`src/rtl/seq_restoring_divider_pkg.sv`:
```
// Shared types and sizing for the sequential restoring divider.
// Optional feature macro: DIV_ZERO_DETECT_EN (divide-by-zero short cut and flag).
package div_pkg;

    typedef enum logic [1:0] {
        IDLE = 2'd0,
        BUSY = 2'd1,
        DONE = 2'd2
    } div_state_t;

    localparam int DIV_DIVIDEND_W = 16;
    localparam int DIV_DIVISOR_W  = 8;

    // Counter must hold the value N itself, not just N-1.
    function automatic int cnt_width(input int n);
        return $clog2(n + 1);
    endfunction

    localparam int CNT_W = cnt_width(DIV_DIVIDEND_W);

endpackage

```
`src/rtl/seq_restoring_divider_if.sv`:
```
// Operand/result handshake bundle for the divider; div_by_zero exists only
// when DIV_ZERO_DETECT_EN is defined.
interface seq_restoring_divider_if
    import div_pkg::*;
#(
    parameter int N = DIV_DIVIDEND_W,
    parameter int M = DIV_DIVISOR_W
) ();

    // Handshake: a transfer happens on a rising edge where valid and ready are
    // both high; a source holds valid and its data stable until that edge, and
    // ready may be decoded from state without depending on valid.
    logic         in_valid;
    logic         in_ready;
    logic [N-1:0] dividend;
    logic [M-1:0] divisor;
    logic         out_valid;
    logic         out_ready;
    logic [N-1:0] quotient;
    logic [M-1:0] remainder;
`ifdef DIV_ZERO_DETECT_EN
    logic         div_by_zero;
`endif

    modport master (
        output in_valid, dividend, divisor, out_ready,
`ifdef DIV_ZERO_DETECT_EN
        input  div_by_zero,
`endif
        input  in_ready, out_valid, quotient, remainder
    );

    modport slave (
        input  in_valid, dividend, divisor, out_ready,
`ifdef DIV_ZERO_DETECT_EN
        output div_by_zero,
`endif
        output in_ready, out_valid, quotient, remainder
    );

endinterface

```
`src/rtl/seq_restoring_divider_sub_step.sv`:
```
// One restoring-division trial subtract: a - {0,b} as a ripple of full-adder
// cells with b inverted and carry-in 1; borrow is the inverted carry-out.
module div_sub_step #(
    parameter int M = 8
) (
    input  logic [M:0]   a,
    input  logic [M-1:0] b,
    output logic [M:0]   diff,
    output logic         borrow
);

    logic [M:0] b_inv;
    logic       carry;

    assign b_inv = ~{1'b0, b};

    always_comb begin
        diff  = '0;
        carry = 1'b1;
        for (int i = 0; i <= M; i++) begin
            diff[i] = a[i] ^ b_inv[i] ^ carry;
            carry   = (a[i] & b_inv[i]) | (a[i] & carry) | (b_inv[i] & carry);
        end
        borrow = ~carry;
    end

endmodule

```
`src/rtl/seq_restoring_divider.sv`:
```
// Sequential unsigned restoring divider, one quotient bit per clock, MSB first.
// Optional feature macro: DIV_ZERO_DETECT_EN (divisor==0 goes straight to DONE).
module seq_restoring_divider
    import div_pkg::*;
#(
    parameter int DIVIDEND_W = DIV_DIVIDEND_W,
    parameter int DIVISOR_W  = DIV_DIVISOR_W
) (
    input  logic                 clk,
    input  logic                 rst_n,
    seq_restoring_divider_if.slave bus,
    output div_state_t           state,
    output logic [DIVISOR_W:0]   partial_rem
);

    localparam int N  = DIVIDEND_W;
    localparam int M  = DIVISOR_W;
    localparam int CW = cnt_width(N);

    logic [N-1:0]  q_reg;
    logic [M:0]    r_reg;
    logic [M-1:0]  d_reg;
    logic [CW-1:0] cnt;

    logic [M:0]    trial;
    logic [M:0]    diff;
    logic          borrow;
    logic [M:0]    r_next;
    logic [N-1:0]  q_next;

    // Bring down the next dividend bit beside the current partial remainder.
    assign trial = {r_reg[M-1:0], q_reg[N-1]};

    div_sub_step #(.M(M)) u_sub_step (
        .a      (trial),
        .b      (d_reg),
        .diff   (diff),
        .borrow (borrow)
    );

    assign r_next = borrow ? trial : diff;
    assign q_next = {q_reg[N-2:0], ~borrow};

    assign bus.in_ready = (state == IDLE);
    assign partial_rem  = r_reg;

    always_ff @(posedge clk or negedge rst_n) begin
        if (!rst_n) begin
            state         <= IDLE;
            q_reg         <= '0;
            r_reg         <= '0;
            d_reg         <= '0;
            cnt           <= '0;
            bus.out_valid <= 1'b0;
            bus.quotient  <= '0;
            bus.remainder <= '0;
`ifdef DIV_ZERO_DETECT_EN
            bus.div_by_zero <= 1'b0;
`endif
        end else begin
            case (state)
                IDLE: begin
                    if (bus.in_valid) begin
                        q_reg <= bus.dividend;
                        d_reg <= bus.divisor;
                        r_reg <= '0;
                        cnt   <= CW'(N);
`ifdef DIV_ZERO_DETECT_EN
                        if (bus.divisor == '0) begin
                            state           <= DONE;
                            bus.out_valid   <= 1'b1;
                            bus.quotient    <= '1;
                            bus.remainder   <= bus.dividend[M-1:0];
                            bus.div_by_zero <= 1'b1;
                        end else begin
                            state <= BUSY;
                        end
`else
                        state <= BUSY;
`endif
                    end
                end
                BUSY: begin
                    q_reg <= q_next;
                    r_reg <= r_next;
                    cnt   <= cnt - CW'(1);
                    if (cnt == CW'(1)) begin
                        state         <= DONE;
                        bus.out_valid <= 1'b1;
                        bus.quotient  <= q_next;
                        bus.remainder <= r_next[M-1:0];
                    end
                end
                DONE: begin
                    if (bus.out_ready) begin
                        state         <= IDLE;
                        bus.out_valid <= 1'b0;
`ifdef DIV_ZERO_DETECT_EN
                        bus.div_by_zero <= 1'b0;
`endif
                    end
                end
                default: state <= IDLE;
            endcase
        end
    end

endmodule
```
`src/flat_wrapper.sv`:
```
// flat-port wrapper written by rule: the top's interface ports become plain ports
module seq_restoring_divider_flat import div_pkg::*;
#(
    parameter int DIVIDEND_W = DIV_DIVIDEND_W,
    parameter int DIVISOR_W  = DIV_DIVISOR_W
)
  (clk, rst_n, state, partial_rem, bus_in_valid, bus_dividend, bus_divisor, bus_out_ready, bus_in_ready, bus_out_valid, bus_quotient, bus_remainder);
  seq_restoring_divider_if bus_i ();
  input  logic clk;
  input  logic rst_n;
  output div_state_t state;
  output logic [DIVISOR_W:0] partial_rem;
  input wire logic [$bits(bus_i.in_valid)-1:0] bus_in_valid;
  input wire logic [$bits(bus_i.dividend)-1:0] bus_dividend;
  input wire logic [$bits(bus_i.divisor)-1:0] bus_divisor;
  input wire logic [$bits(bus_i.out_ready)-1:0] bus_out_ready;
  output wire logic [$bits(bus_i.in_ready)-1:0] bus_in_ready;
  output wire logic [$bits(bus_i.out_valid)-1:0] bus_out_valid;
  output wire logic [$bits(bus_i.quotient)-1:0] bus_quotient;
  output wire logic [$bits(bus_i.remainder)-1:0] bus_remainder;
  assign bus_i.in_valid = bus_in_valid;
  assign bus_i.dividend = bus_dividend;
  assign bus_i.divisor = bus_divisor;
  assign bus_i.out_ready = bus_out_ready;
  assign bus_in_ready = bus_i.in_ready;
  assign bus_out_valid = bus_i.out_valid;
  assign bus_quotient = bus_i.quotient;
  assign bus_remainder = bus_i.remainder;
  seq_restoring_divider #(.DIVIDEND_W(DIVIDEND_W), .DIVISOR_W(DIVISOR_W)) u_core (.clk(clk), .rst_n(rst_n), .bus(bus_i), .state(state), .partial_rem(partial_rem));
endmodule
```
`config.mk`:
```
export PLATFORM = sky130hd
export DESIGN_NAME = seq_restoring_divider_flat
export DESIGN_NICKNAME = d
export VERILOG_FILES = /design/src/rtl/seq_restoring_divider_pkg.sv /design/src/rtl/seq_restoring_divider_if.sv /design/src/rtl/seq_restoring_divider_sub_step.sv /design/src/rtl/seq_restoring_divider.sv /design/src/flat_wrapper.sv
export SDC_FILE = /design/constraint.sdc
export NUM_CORES = 1
export LEC_CHECK = 0
export ABC_AREA = 1
export CAP_MARGIN = 0
export CORE_ASPECT_RATIO = 1.2
export CORE_UTILIZATION = 51
export DETAILED_ROUTE_END_ITERATION = 12
export PLACE_DENSITY = 0.8
export SLEW_MARGIN = 10
export SYNTH_ARGS = -nofsm -noshare
export SYNTH_HDL_FRONTEND = slang
export SYNTH_SLANG_ARGS = --single-unit
```
`constraint.sdc`:
```
create_clock -name clk -period 5.2 [get_ports clk]
set_clock_uncertainty 0.1 [all_clocks]
set_input_delay 0.52 -clock clk [delete_from_list [all_inputs] [get_ports clk]]
set_output_delay 0.52 -clock clk [all_outputs]
set_load 0.02 [all_outputs]
```
### After elaboration in Yosys (flattened, before gate mapping)

Index checks and enable logic that the tools add are counted.

* register bits after elaboration: 65
* input port bits: 28
* output and inout bits: 37

* reduce and logical (&&, ||, !) cells: 8
* multiplexer cells: 14
* bitwise logic cells: 62
* add/sub/neg operators: 1
* equality and inequality tests: 6

Operators by type and width (count)
* one-hot mux 16 bit (2 select lines): 1
* AND 1 bit: 25
* 2-to-1 mux 9 bit: 2
* bitwise OR 1 bit: 18
* one-hot mux 9 bit (2 select lines): 1
* XOR 1 bit: 17
* 2-to-1 mux 16 bit: 1
* one-hot mux 5 bit (2 select lines): 1
* inverter 8 -> 9 bit: 1
* 2-to-1 mux 2 bit: 3
* one-hot mux 2 bit (3 select lines): 1
* AND reduction 2 bit: 3
* AND reduction 3 bit: 2
* == test 5 x 1 -> 1 bit, second input constant: 1
* 2-to-1 mux 5 bit: 1
* subtractor 5 x 1 -> 5 bit, second input constant: 1
* inequality test 2 bit, second input constant: 2
* nonzero test 2 bit: 2
* == test 2 x 1 -> 1 bit, second input constant: 1
* == test 2 bit, second input constant: 1
* zero test 2 bit: 1
* 2-to-1 mux 1 bit: 2
* inequality test 2 x 1 -> 1 bit, second input constant: 1
* one-hot mux 1 bit (2 select lines): 1
* inverter 1 bit: 1

### Depth between registers and ports, before layout

* depth in word-level cells: 30
* depth in mapped cells: 17
* mapped depth without buffers: 16

### Modules after synthesis

Synthesis repeated with hierarchy kept, for this count alone.

* cell total of the unflattened synthesis: 370
* area total of the unflattened synthesis: 3098.0 µm²

By module, submodules not included
* seq_restoring_divider: area each 2861.5 µm², cells an instance 342, times used 1
* div_sub_step: area each 236.5 µm², cells an instance 28, times used 1

### Worst setup path before layout

OpenSTA, ideal clock, no wires.

* path type: flip-flop to flip-flop
* start point: register u_core.q_reg[15]
* end point: register u_core.bus.remainder[1]
* setup slack: 1.592 ns
* buffers on the path: 1
* setup time: 0.116 ns
* period minus slack after synthesis: 3.608 ns
* required time: 4.984 ns
* data arrival time: 3.392 ns
* stages on the path, launching flop included: 18
* cell sequence: dfrtp_1 inv_1 ha_1 fa_1 fa_1 fa_1 inv_1 fa_1 fa_1 fa_1 fa_1 inv_1 nand2_1 buf_2 nand2_1 nand2_1 nand2_1 nand2_1

* word-level cells in the longest chain between the ends: 28
* elaborated cells on any way between the ends: 37
* classes of those cells: mux (1); bitwise (36)

RTL lines
* from (decl): RTL line seq_restoring_divider.sv:20 `logic [N-1:0] q_reg;`
* from (signal assigned): RTL line seq_restoring_divider.sv:64 `q_reg <= bus.dividend;`
* from (signal assigned): RTL line seq_restoring_divider.sv:84 `q_reg <= q_next;`
* AND 1 bit: RTL line seq_restoring_divider_sub_step.sv:22 `carry = (a[i] & b_inv[i]) | (a[i] & carry) | (b_inv[i] & carry);`
* bitwise OR 1 bit * (2 in a row): RTL line seq_restoring_divider_sub_step.sv:22
* AND 1 bit: RTL line seq_restoring_divider_sub_step.sv:22
* bitwise OR 1 bit (2 in a row): RTL line seq_restoring_divider_sub_step.sv:22
* AND 1 bit: RTL line seq_restoring_divider_sub_step.sv:22
* bitwise OR 1 bit (2 in a row): RTL line seq_restoring_divider_sub_step.sv:22
* AND 1 bit: RTL line seq_restoring_divider_sub_step.sv:22
* bitwise OR 1 bit (2 in a row): RTL line seq_restoring_divider_sub_step.sv:22
* [4 not listed]
* bitwise OR 1 bit (2 in a row): RTL line seq_restoring_divider_sub_step.sv:22
* AND 1 bit: RTL line seq_restoring_divider_sub_step.sv:22
* bitwise OR 1 bit (2 in a row): RTL line seq_restoring_divider_sub_step.sv:22
* AND 1 bit: RTL line seq_restoring_divider_sub_step.sv:22
* bitwise OR 1 bit (2 in a row): RTL line seq_restoring_divider_sub_step.sv:22
* AND 1 bit: RTL line seq_restoring_divider_sub_step.sv:22
* bitwise OR 1 bit (2 in a row): RTL line seq_restoring_divider_sub_step.sv:22
* 2-to-1 mux 9 bit *: RTL line seq_restoring_divider.sv:41 `assign r_next = borrow ? trial : diff;`
* to (signal assigned): RTL line seq_restoring_divider.sv:91 `bus.remainder <= r_next[M-1:0];`
* to (decl): RTL line seq_restoring_divider_if.sv:38 `output in_ready, out_valid, quotient, remainder`

Mark *: on every way between the ends. The rest lies on a longest branch, timed or not.
A chain may end at the register's enable or synchronous reset.

### Worst setup path in the final report

* start point: register u_core.q_reg[15]
* end point: register u_core.r_reg[1] (netlist: u_core.partial_rem[1])

* word-level cells in the longest chain between the ends: 29
* elaborated cells on any way between the ends: 38
* classes of those cells: mux (2); bitwise (36)

RTL lines
* AND 1 bit: RTL line seq_restoring_divider_sub_step.sv:22
* bitwise OR 1 bit * (2 in a row): RTL line seq_restoring_divider_sub_step.sv:22
* AND 1 bit: RTL line seq_restoring_divider_sub_step.sv:22
* bitwise OR 1 bit (2 in a row): RTL line seq_restoring_divider_sub_step.sv:22
* AND 1 bit: RTL line seq_restoring_divider_sub_step.sv:22
* bitwise OR 1 bit (2 in a row): RTL line seq_restoring_divider_sub_step.sv:22
* AND 1 bit: RTL line seq_restoring_divider_sub_step.sv:22
* bitwise OR 1 bit (2 in a row): RTL line seq_restoring_divider_sub_step.sv:22
* [6 not listed]
* AND 1 bit: RTL line seq_restoring_divider_sub_step.sv:22
* bitwise OR 1 bit (2 in a row): RTL line seq_restoring_divider_sub_step.sv:22
* AND 1 bit: RTL line seq_restoring_divider_sub_step.sv:22
* bitwise OR 1 bit (2 in a row): RTL line seq_restoring_divider_sub_step.sv:22
* AND 1 bit: RTL line seq_restoring_divider_sub_step.sv:22
* bitwise OR 1 bit (2 in a row): RTL line seq_restoring_divider_sub_step.sv:22
* 2-to-1 mux 9 bit *: RTL line seq_restoring_divider.sv:41
* one-hot mux 9 bit (2 select lines) *: RTL line seq_restoring_divider.sv:61 `case (state)`
* to (signal assigned): RTL line seq_restoring_divider.sv:85 `r_reg <= r_next;`
* to (decl): RTL line seq_restoring_divider.sv:21 `logic [M:0] r_reg;`

Marked as above.

==> out/results.ini <==
[clock_network]
postCtsSetupBuffers = 0
cts_made_buffers = 9
clk_pin_slew_ps = 70
tritoncts = built
clock_sinks = 65
root_buffer = clkbuf_8
cts_htree_levels = 3
clkLatencyLatePin_ps = 350
cts_resized = 0
cts_hold_buf = 0
cts_max_path_buffers = 2

[logic_synthesis]
ys_seq_elements = 65
ys_warn_count = 0
netlist_area_mm2 = 0.00305
ys_types = 18
synth_cells = 371
synth_nets = 409
seq_area_frac_synth_pct = 53.3
syn_area_per_cell_um2 = 8.23

[grt]
grt_pass1_vias = 2528
antenna_found_initial = 0
grt.total_usage_pct = 24.1
grt_max_degree = 66
grt_overflow_total = 0
grt_pass1_wl_mm = 11.3

[cells_and_area]
most-common-layout-cells = nand2_1 (209), dfrtp_1 (65), clkdlybuf4s50_1 (63), inv_1 (25), nand3_1 (22)
final_common_cell = nand2_1
drive_gt1_share_pct = 5.47
design_area_mm2 = 0.00394
nets = 473
fill_cells = 483
syn_to_final_growth_pct = 29.1
insertedDiodeCount = 0

[floorplanning]
dieWidth_um = 72.6
initial_core_util_pct = 53.5
ios = 65
num_rows = 30
dieArea_mm2 = 0.00630
chipHeight_um = 86.8
core_area_mm2 = 0.00571

[timing]
tightest_slew_ps = 1190
tns_ps = 0
fin_crit_ps = 4230
rsz0062_at_grt = no
period_share_pct = 81.3
slew_violations = 0
setup_viol = 0
max_freq_mhz = 236
slew_headroom_pct = 20.7
hold_viol_final = 0

[drt]
firstDrtPassIters = 4
routed_via_density = 4.95
ant_nets = 0
wl_mm = 6.89
routedWlPerCell_um = 13.3
drt_iter0_drc = 178
drc_errors = 0
vias = 2568

[placement]
placed_area_mm2 = 0.00371
portBuffers = 64
place_hpwl_mm = 4.48
gp_congestion = 0.797

[critical_path]
end_kind = flip-flop
arrival_ps = 4350
worstSetupPathType = reg -> reg
cp_max_fo = 12
cp-start-kind = flip-flop
crit_required_ps = 5320

[power_and_ir_drop]
powerDensity_mw_per_mm2 = 735
vdd_drop_max_mv = 0.527
leakagePower_uw = 0.00201

[status]
outcome = finished clean

[job]
maxCapViolCount = 0

[hold_path]
hold_path_class = in -> async

==> final timing paths <==
path	from	end	slack, ps	cells past startpoint
worst max-delay path	u_core.q_reg[15]$_DFFE_PN0P_	u_core.partial_rem[1]$_DFFE_PN0P_	970	14
worst min-delay path	rst_n	u_core.bus.quotient[3]$_DFFE_PN0P_	250	2
worst max register to register	u_core.q_reg[15]$_DFFE_PN0P_	u_core.partial_rem[1]$_DFFE_PN0P_	970	14
worst min register to register	u_core.bus.remainder[2]$_DFFE_PN0P_	u_core.bus.remainder[2]$_DFFE_PN0P_	380	2
max in group asynchronous	rst_n	u_core.partial_rem[7]$_DFFE_PN0P_	4220	2
min in group clk	u_core.bus.remainder[2]$_DFFE_PN0P_	u_core.bus.remainder[2]$_DFFE_PN0P_	380	2
==> Yosys cell counts <==
cell	n	area [µm²]
nor2_1	6	22.5
nand2_4	1	11.3
fa_1	7	140
buf_4	4	30.0
dfrtp_1	65	1630
a31oi_1	1	6.26
ha_1	3	37.5
nand3_4	1	17.5
o21ai_0	11	55.1
buf_6	2	22.5
buf_2	6	30.0
nor2_4	3	33.8
inv_2	2	7.51
inv_1	25	93.8
nand2_1	209	785
o31ai_1	2	15.0
nand3_1	22	110
o21ai_2	1	8.76
==> report_power, final <==
| part | total [µW] | internal [µW] | switching (µW) |
|---|---|---|---|
| Sequential | 943 | 756 | 187 |
| Combinational | 1460 | 590 | 870 |
| Clock | 493 | 307 | 186 |
==> critical path, stage by stage (launching register included) <==
cell	delay, ps
dfrtp_1	400
inv_1	90
ha_1	180
fa_1	210
fa_1	210
fa_1	180
inv_1	50
fa_1	410
fa_1	440
fa_1	440
fa_1	420
nor2_1	630
nand2_1	100
nand3_1	120
o21ai_0	100
==> metal layers <==
layer	routed length, µm	GRT usage [%]	vias to the layer above	share of wire, %
met5	0	0	-	0
met4	231	13.9	0	3.4
met3	317	5.00	21	4.6
met2	3420	39.5	81	50
met1	2920	29.5	1207	42
li1	-	-	1259	-
==> stage by stage <==
| step | setup WS (ps) | total power, µW | hold WS [ps] | utilization, % | std cells |
|---|---|---|---|---|---|
| floorplan | 1590 | 1910 | 124 | - | 371 |
| global placement | 1230 | 2330 | 361 | 65.1 | 504 |
| detailed placement | 1050 | 2400 | 365 | 65.1 | 504 |
| CTS | 998 | 2910 | 270 | 69.1 | 519 |
| global route | 770 | 3150 | 307 | 69.1 | 519 |
| finish | 970 | 2900 | 247 | 69.1 | 519 |
==> final cells by class <==
| cell class | instances | area, µm² | share of cell area (%) |
|---|---|---|---|
| repair buffers | 65 | 643 | 16.3 |
| multi-input cells | 267 | 1240 | 31.5 |
| inverters | 27 | 101 | 2.57 |
| flip-flops and latches | 65 | 1630 | 41.3 |
| clock inverters | 2 | 60.1 | 1.52 |
| well taps | 80 | 100 | 2.54 |
| clock buffers | 13 | 169 | 4.28 |
==> cells by family (layout without fill, tap and decap cells) <==
kind of cell,count (synthesis),count (layout),synth area share (%)
adder cells (fa/ha/maj),10,10,5.82
AO/OA/AOI/OAI,15,15,2.79
flip-flops,65,65,53.3
buffers and inverters,39,107,6.02
AND/OR/NAND/NOR,242,242,32.1
Power figures use the tool's default switching activity.
